$ cat src/rtl/sumador_completo_if.sv
// sumador_completo_if
// Groups the adder's operand, mode and result signals into one bundle.
// Ports (as seen by the adder, slave modport):
//   a, b        in   addend bits
//   cin         in   external carry-in, used when serial_en = 0
//   serial_en   in   1 selects the internal carry register as carry-in
//   sum, cout   out  combinational sum / carry-out
//   sum_q       out  registered sum
//   cout_q      out  registered carry-out
//   carry_state out  internal serial carry register
// The master modport is the driving side (testbench or enclosing datapath).
interface sumador_completo_if;
  logic a;
  logic b;
  logic cin;
  logic serial_en;
  logic sum;
  logic cout;
  logic sum_q;
  logic cout_q;
  logic carry_state;

  modport master (
    output a, b, cin, serial_en,
    input  sum, cout, sum_q, cout_q, carry_state
  );

  modport slave (
    input  a, b, cin, serial_en,
    output sum, cout, sum_q, cout_q, carry_state
  );
endinterface

$ cat src/rtl/sumador_completo.sv
// sumador_completo
// One-bit full adder with combinational outputs, registered copies of those
// outputs and a bit-serial mode in which the registered carry is fed back as
// the carry-in, so multi-bit operands can be added one bit per clock, LSB
// first.
// Ports:
//   clk    in   single clock, all state updates on the rising edge
//   reset  in   asynchronous, active-high; clears registers only
//   bus    slave side of sumador_completo_if (operands, mode, results)
module sumador_completo (
  input  logic                     clk,
  input  logic                     reset,
  sumador_completo_if.slave        bus
);

  logic ci;
  logic sum_c;
  logic cout_c;
  logic sum_r;
  logic cout_r;
  logic carry_r;

  // Effective carry-in comes from the serial carry register in bit-serial
  // mode, otherwise from the external pin. Outputs stay purely combinational
  // so they remain valid even while reset holds the registers cleared.
  always_comb begin
    ci     = bus.serial_en ? carry_r : bus.cin;
    sum_c  = bus.a ^ bus.b ^ ci;
    cout_c = (bus.a & bus.b) | (bus.a & ci) | (bus.b & ci);
  end

  // Registered copies plus the serial carry. Leaving serial mode clears the
  // carry at the next edge, so one cycle with serial_en = 0 is enough to
  // start a fresh serial add without pulsing reset.
  always_ff @(posedge clk or posedge reset) begin
    if (reset) begin
      sum_r   <= 1'b0;
      cout_r  <= 1'b0;
      carry_r <= 1'b0;
    end else begin
      sum_r   <= sum_c;
      cout_r  <= cout_c;
      carry_r <= bus.serial_en ? cout_c : 1'b0;
    end
  end

  assign bus.sum         = sum_c;
  assign bus.cout        = cout_c;
  assign bus.sum_q       = sum_r;
  assign bus.cout_q      = cout_r;
  assign bus.carry_state = carry_r;

endmodule

$ cat src/flat_wrapper.sv
// flat-port wrapper written by rule: the top's interface ports become plain ports
module sumador_completo_flat 
  (clk, reset, bus_a, bus_b, bus_cin, bus_serial_en, bus_sum, bus_cout, bus_sum_q, bus_cout_q, bus_carry_state);
  sumador_completo_if bus_i ();
  input  logic clk;
  input  logic reset;
  input wire logic [$bits(bus_i.a)-1:0] bus_a;
  input wire logic [$bits(bus_i.b)-1:0] bus_b;
  input wire logic [$bits(bus_i.cin)-1:0] bus_cin;
  input wire logic [$bits(bus_i.serial_en)-1:0] bus_serial_en;
  output wire logic [$bits(bus_i.sum)-1:0] bus_sum;
  output wire logic [$bits(bus_i.cout)-1:0] bus_cout;
  output wire logic [$bits(bus_i.sum_q)-1:0] bus_sum_q;
  output wire logic [$bits(bus_i.cout_q)-1:0] bus_cout_q;
  output wire logic [$bits(bus_i.carry_state)-1:0] bus_carry_state;
  assign bus_i.a = bus_a;
  assign bus_i.b = bus_b;
  assign bus_i.cin = bus_cin;
  assign bus_i.serial_en = bus_serial_en;
  assign bus_sum = bus_i.sum;
  assign bus_cout = bus_i.cout;
  assign bus_sum_q = bus_i.sum_q;
  assign bus_cout_q = bus_i.cout_q;
  assign bus_carry_state = bus_i.carry_state;
  sumador_completo u_core (.clk(clk), .reset(reset), .bus(bus_i));
endmodule
$ cat config.mk
export PLATFORM = sky130hd
export DESIGN_NAME = sumador_completo_flat
export DESIGN_NICKNAME = d
export VERILOG_FILES = /design/src/rtl/sumador_completo_if.sv /design/src/rtl/sumador_completo.sv /design/src/flat_wrapper.sv
export SDC_FILE = /design/constraint.sdc
export NUM_CORES = 1
export LEC_CHECK = 0
export ABC_AREA = 1
export CAP_MARGIN = 20
export CELL_PAD_IN_SITES_DETAIL_PLACEMENT = 0
export CELL_PAD_IN_SITES_GLOBAL_PLACEMENT = 1
export CORE_AREA = 2 2 39 41
export CTS_BUF_LIST = sky130_fd_sc_hd__clkbuf_8 sky130_fd_sc_hd__clkbuf_16
export CTS_CLUSTER_DIAMETER = 150
export DETAILED_ROUTE_END_ITERATION = 12
export DIE_AREA = 0 0 41 43
export DONT_BUFFER_PORTS = 1
export PLACE_DENSITY_LB_ADDON = 0.1
export SLEW_MARGIN = 20
export SYNTH_ARGS = -nofsm -noshare
export SYNTH_HDL_FRONTEND = slang
export SYNTH_SLANG_ARGS = --single-unit
$ cat constraint.sdc
create_clock -name clk -period 1.2 [get_ports clk]
set_input_delay 0.06 -clock clk [delete_from_list [all_inputs] [get_ports clk]]
set_output_delay 0.06 -clock clk [all_outputs]
set_load 0.02 [all_outputs]
==> out/metrics.csv, run 1 <==
metric,value,unit
status,"finished, violations left",
failing checks,setup timing,
Synth cell types,4,
Die X,41,um
# DRC,0,
met3 Resource Use GR,0.0314,
pwr dens,1910,nW/um2
Max Cap Violations,0,
unrepaired setup endpoints after global routing,yes,
#FFs+latches synth,3,
Filler cells,151,
Chip Height,43,um
met1 Usage GRT,0.0422,
clk_skew,0.00170,ns
layout cells sized above 1,0.550,
Synth top cells by count,"nand2_1, dfrtp_1, inv_1",
GPL Wtd Cong,0.538,
Clock Path Buffers,2,
TritonCTS sink count,3,
post-synthesis instance total,11,
CTS tree,built,
WL per Instance,8.69,um
crit-path cells,nand2_2 -> nand2_2 -> fa_2,
TritonCTS buffer count,3,
Tot GR Track Use,0.0544,
GR peak layer,met4,
Crit Path Category,reg -> out,
"top cells by area, synth","dfrtp_1, fa_1, nand2_1",
first-pass GRT wire length,476,um
number of synthesized flops with an enable pin,0,
ANT cells,0,
GR Util met2,0.0531,
crit path max-delay cell type,fa_2,
via count of the first global-routing pass,115,
number of iterations in the first detailed-routing pass,1,
total number of yosys warnings,0,
Post-DP HPWL,239,um
Die ar.,1760,um2
Vias,100,
CTS root buffer,clkbuf_8,
Worst Tran Pin Value,0.191,ns
DR vias/cell,2.78,
"CTS clk-pin slew, worst paths",0.03,ns
"CP delay by family, top",adder cells,
critical path data required time,1.14,ns
Final Hold Fails,0,
dominant synthesized flop cell,dfrtp_1,
Hold WC Path Type,in -> async,
worst setup margin,-0.186,ns
Max Freq,722,MHz
NumNets Final,28,
global route overflow,0,
post-synth top area share,0.619,
fin. max-slew vios,0,
initial core utilization,0.0877,
crit-path max FO,2,
Peak VDD IR,0.000326,V
mapped cell area,121,um2
Non-Filler Instances,36,
Syn Nets,18,
# rows,14,
placed cells,29,
antenna violations before repair,0,
final setup fails,2,
Lkg Pwr,0.125,nW
Routed Antenna Nets,0,
post-synthesis sequential area ratio,0.619,
Syn-to-layout area delta,104,%
Slew HR,0.873,
most frequent CP cell,nand2_2,
initial DRC count,0,
critical path's largest stage delay,0.60,ns
Clock Latency Late Sink,0.21,ns
crit share post-route,1.15,
Top Ports,11,
pin count of the biggest net entering global routing,4,
Total Wirelength,313,um
asr flop ratio synth,1.00,
Crit path arrival time,1.33,ns
endpoint type of the worst setup path,output pin,
post-route setup TNS,-0.274,ns
"Buf+Inv Stages, Crit Path",0,
crit start category,flop,
syn_area_per_cell,11.0,um2
fin crit period,1.39,ns
H-tree levels,1,
area of the core,1380,um2
Buffers on Ports,0,
most common cell in the netlist,nand2_1,
"area leader, netlist",dfrtp_1,
==> registers in the layout (all words and copies together) (netlist names) <==
signal	count
u_core.bus.cout_q	1
u_core.bus.carry_state	1
u_core.bus.sum_q	1
==> final cells by class <==
type	instances	area [um2]	share of cell area
Sequential cell	3	76.3	0.308
Clock inverter	1	3.75	0.0152
Multi-Input combinational cell	5	45.0	0.182
Tap cell	16	20.0	0.0808
Timing Repair Buffer	5	50.0	0.202
Inverter	3	11.3	0.0455
Clock buffer	3	41.3	0.167
==> cell usage in the layout, fill, tap and decap left out, drive strengths merged <==
cell	Yosys	layout
buf	0	3
clkbuf	0	3
dfrtp	3	3
dlygate4sd3	0	2
fa	1	1
inv	3	4
nand2	4	4
==> routing by layer <==
| layer | wire length [um] | vias to the layer above |
|---|---|---|
| met5 | 0 | - |
| li1 | - | 48 |
| met1 | 107 | 43 |
| met2 | 153 | 7 |
| met4 | 19 | 0 |
| met3 | 32 | 2 |
==> power breakdown <==
group          internal, mW  switching [mW]
clock network         0.217          0.0607
logic                0.0316          0.0330
registers             0.114          0.0167
total                 0.363           0.110
==> timing repair <==
item,in CTS,in global routing
setup buffers,1,0
resized for setup,1,4
endpoints found under the setup margin,3,4
pin swaps,1,0
hold endpoints to repair,4,0
hold buffers,2,0
==> kinds of logic (layout without fill, tap and decap cells) <==
| logic type | after synthesis | count (layout) | synth area share |
|---|---|---|---|
| flip-flops | 3 | 3 | 0.619 |
| buffers and inverters | 3 | 12 | 0.0928 |
| adder cells (fa/ha/maj) | 1 | 1 | 0.165 |
| AND/OR/NAND/NOR | 4 | 4 | 0.124 |
==> worst paths after layout <==
kind | startpoint | to | slack, ns | cells after the start
setup / recovery | u_core.bus.carry_state$_DFF_PP0_ | bus_sum | -0.19 | 3
hold / removal | reset | u_core.bus.sum_q$_DFF_PP0_ | 0.16 | 2
setup reg to reg | u_core.bus.carry_state$_DFF_PP0_ | u_core.bus.sum_q$_DFF_PP0_ | 0 | 3
hold reg to reg | u_core.bus.carry_state$_DFF_PP0_ | u_core.bus.sum_q$_DFF_PP0_ | 0.80 | 3
max in group asynchronous | reset | u_core.bus.carry_state$_DFF_PP0_ | 0.90 | 2
min in group clk | bus_a | u_core.bus.sum_q$_DFF_PP0_ | 0.17 | 1
==> through the flow <==
stage,instance area [um2],total power [mW],worst slack [ns],util,hold WS (ns)
global route,248,0.499,-0.231,0.179,0.168
floorplan,125,0.167,-0.0539,-,-0.186
CTS,236,0.481,-0.212,0.171,0.161
detailed placement,160,0.181,-0.0398,0.116,-0.174
global placement,160,0.181,-0.0470,0.116,-0.176
finish,248,0.473,-0.186,0.179,0.157
==> worst reg2reg max path: stages, from the launching register on <==
cell and delay [ns]:
dfrtp_2 0.40, nand2_2 0.06, nand2_2 0.05, fa_2 0.60
No activity file was read; power rests on OpenSTA's default activity.
==> inputs of run 2 (changes only) <==
Settings changed: CELL_PAD_IN_SITES_DETAIL_PLACEMENT 0 to not set, CELL_PAD_IN_SITES_GLOBAL_PLACEMENT 1 to not set, CTS_BUF_LIST sky130_fd_sc_hd__clkbuf_8 sky130_fd_sc_hd__clkbuf_16 to sky130_fd_sc_hd__clkbuf_4 sky130_fd_sc_hd__clkbuf_8, PLACE_DENSITY_LB_ADDON 0.1 to not set.
==> run 2 against run 1 <==
Against the previous run:
- the flow still finishes with violations (setup timing)
- combinational power increased by 2%
- worst setup slack got worse by 0.019 ns
- worst hold slack got worse by 0.0060 ns
- core utilization fell by 0.90 points
- critical endpoint unchanged
- critical path depth stayed put
- via count rose by 7.0%
- sequential cell count stayed put
- wire length shrank 7.0%
==> out/metrics.csv, run 2 (synthesis results as in run 1) <==
metric,value,unit
status,"finished, violations left",
failing checks,setup timing,
Die X,41,um
utilization after layout,0.170,
Top Ports,11,
final setup fails,2,
Hold WC Path Type,in -> async,
H-tree levels,1,
placed cells,29,
Buffers on Ports,0,
NumNets Final,29,
WL per Instance,7.86,um
most frequent CP cell,nand2_1,
Tot GR Track Use,0.0474,
initial core utilization,0.0877,
global route overflow,0,
first-pass GRT wire length,455,um
Max Cap Violations,0,
Crit path arrival time,1.34,ns
crit start category,flop,
critical path data required time,1.14,ns
endpoint type of the worst setup path,output pin,
Non-Filler Instances,37,
TritonCTS buffer count,3,
Syn-to-layout area delta,93.8,%
initial DRC count,1,
met1 WL,97,um
fin. max-slew vios,0,
Clock Latency Late Sink,0.23,ns
unrepaired setup endpoints after global routing,yes,
"CTS clk-pin slew, worst paths",0.04,ns
critical path's largest stage delay,0.61,ns
TritonCTS sink count,3,
Vias,107,
crit path max-delay cell type,fa_2,
DR vias/cell,2.89,
pin count of the biggest net entering global routing,4,
met3 wire len,86,um
Routed Antenna Nets,0,
# rows,14,
antenna violations before repair,0,
"most common cell after layout, fill and taps aside",clkbuf_4,
Pwr Total,0.396,mW
Clock Path Buffers,2,
most frequent cells in the layout,"clkbuf_4, nand2_1",
Total Wirelength,291,um
CTS root buffer,clkbuf_4,
ANT cells,0,
hold slack,0.151,ns
fin crit period,1.40,ns
via count of the first global-routing pass,114,
crit-path cells,nand2_1 -> nand2_1 -> fa_2,
Max Used Layer,met3,
layout cells sized above 1,0.571,
Slew HR,0.866,
crit share post-route,1.17,
Worst Tran Pin Value,0.201,ns
area of the core,1380,um2
CTS tree,built,
Peak VDD IR,0.000356,V
Crit Path Category,reg -> out,
# DRC,0,
crit-path max FO,2,
Lkg Pwr,0.119,nW
worst setup margin,-0.204,ns
pwr dens,1680,nW/um2
GPL Wtd Cong,0.545,
clk_skew,0.00207,ns
number of iterations in the first detailed-routing pass,2,
Met2 Routed Length,107,um
Die ar.,1760,um2
DP Worst Slack,-0.0333,ns
Max Freq,712,MHz
Final Hold Fails,0,
Chip Height,43,um
run 2: cell types whose count changed in the layout (fill, tap and decap cells not counted), sizes merged:
cell    before  now
clkbuf       3    4
inv          4    3
buf          3    4
run 2: layer usage:
metal,global-route usage,up-vias
met1,0.0586,45
met5,0,-
li1,-,50
met3,0.0681,0
met4,0.0400,0
met2,0.0313,12
run 2: where the power goes:
part,internal (mW),total (mW),switching (mW)
logic,0.0334,0.0660,0.0326
registers,0.114,0.130,0.0169
clock network,0.147,0.200,0.0524
run 2: metrics by stage:
step | area (um2) | setup TNS, ns
after floorplan | 125 | -0.0885
after global placement | 160 | -0.0242
after detailed placement | 160 | -0.0338
after CTS | 229 | -0.320
after global routing | 235 | -0.471
final | 235 | -0.302
run 2: what timing repair did:
item                                    CTS  global route
endpoints found under the setup margin    3             4
gates resized for setup                   1             3
pin swaps                                 1             0
hold buffers                              2             0
setup buffers                             2             0
endpoints found under the hold margin     4             0
run 2: final timing paths:
path                                                  startpoint                                to  slack, ns  depth (start not counted)
worst max-delay path            u_core.bus.carry_state$_DFF_PP0_                           bus_sum      -0.20                          3
worst min-delay path                                       reset        u_core.bus.sum_q$_DFF_PP0_       0.15                          2
worst max register to register  u_core.bus.carry_state$_DFF_PP0_        u_core.bus.sum_q$_DFF_PP0_          0                          3
worst min register to register  u_core.bus.carry_state$_DFF_PP0_        u_core.bus.sum_q$_DFF_PP0_       0.80                          3
max in group asynchronous                                  reset  u_core.bus.carry_state$_DFF_PP0_       0.91                          2
min in group clk                                           bus_a        u_core.bus.sum_q$_DFF_PP0_       0.15                          1
run 2: final cells by class:
cell class / instances / area (um2)
Sequential cell: 3 / 76.3
Tap cell: 16 / 20.0
Multi-Input combinational cell: 5 / 40.0
Fill cell: 168 / 1150
Clock buffer: 4 / 30.0
Timing Repair Buffer: 6 / 57.6
Inverter: 3 / 11.3
run 2: worst max-delay path: cells and delay by family, from the launching register on:
family                   cells  cell delay (ns)
AND/OR/NAND/NOR              2             0.11
flip-flops                   1             0.39
adder cells (fa/ha/maj)      1             0.61
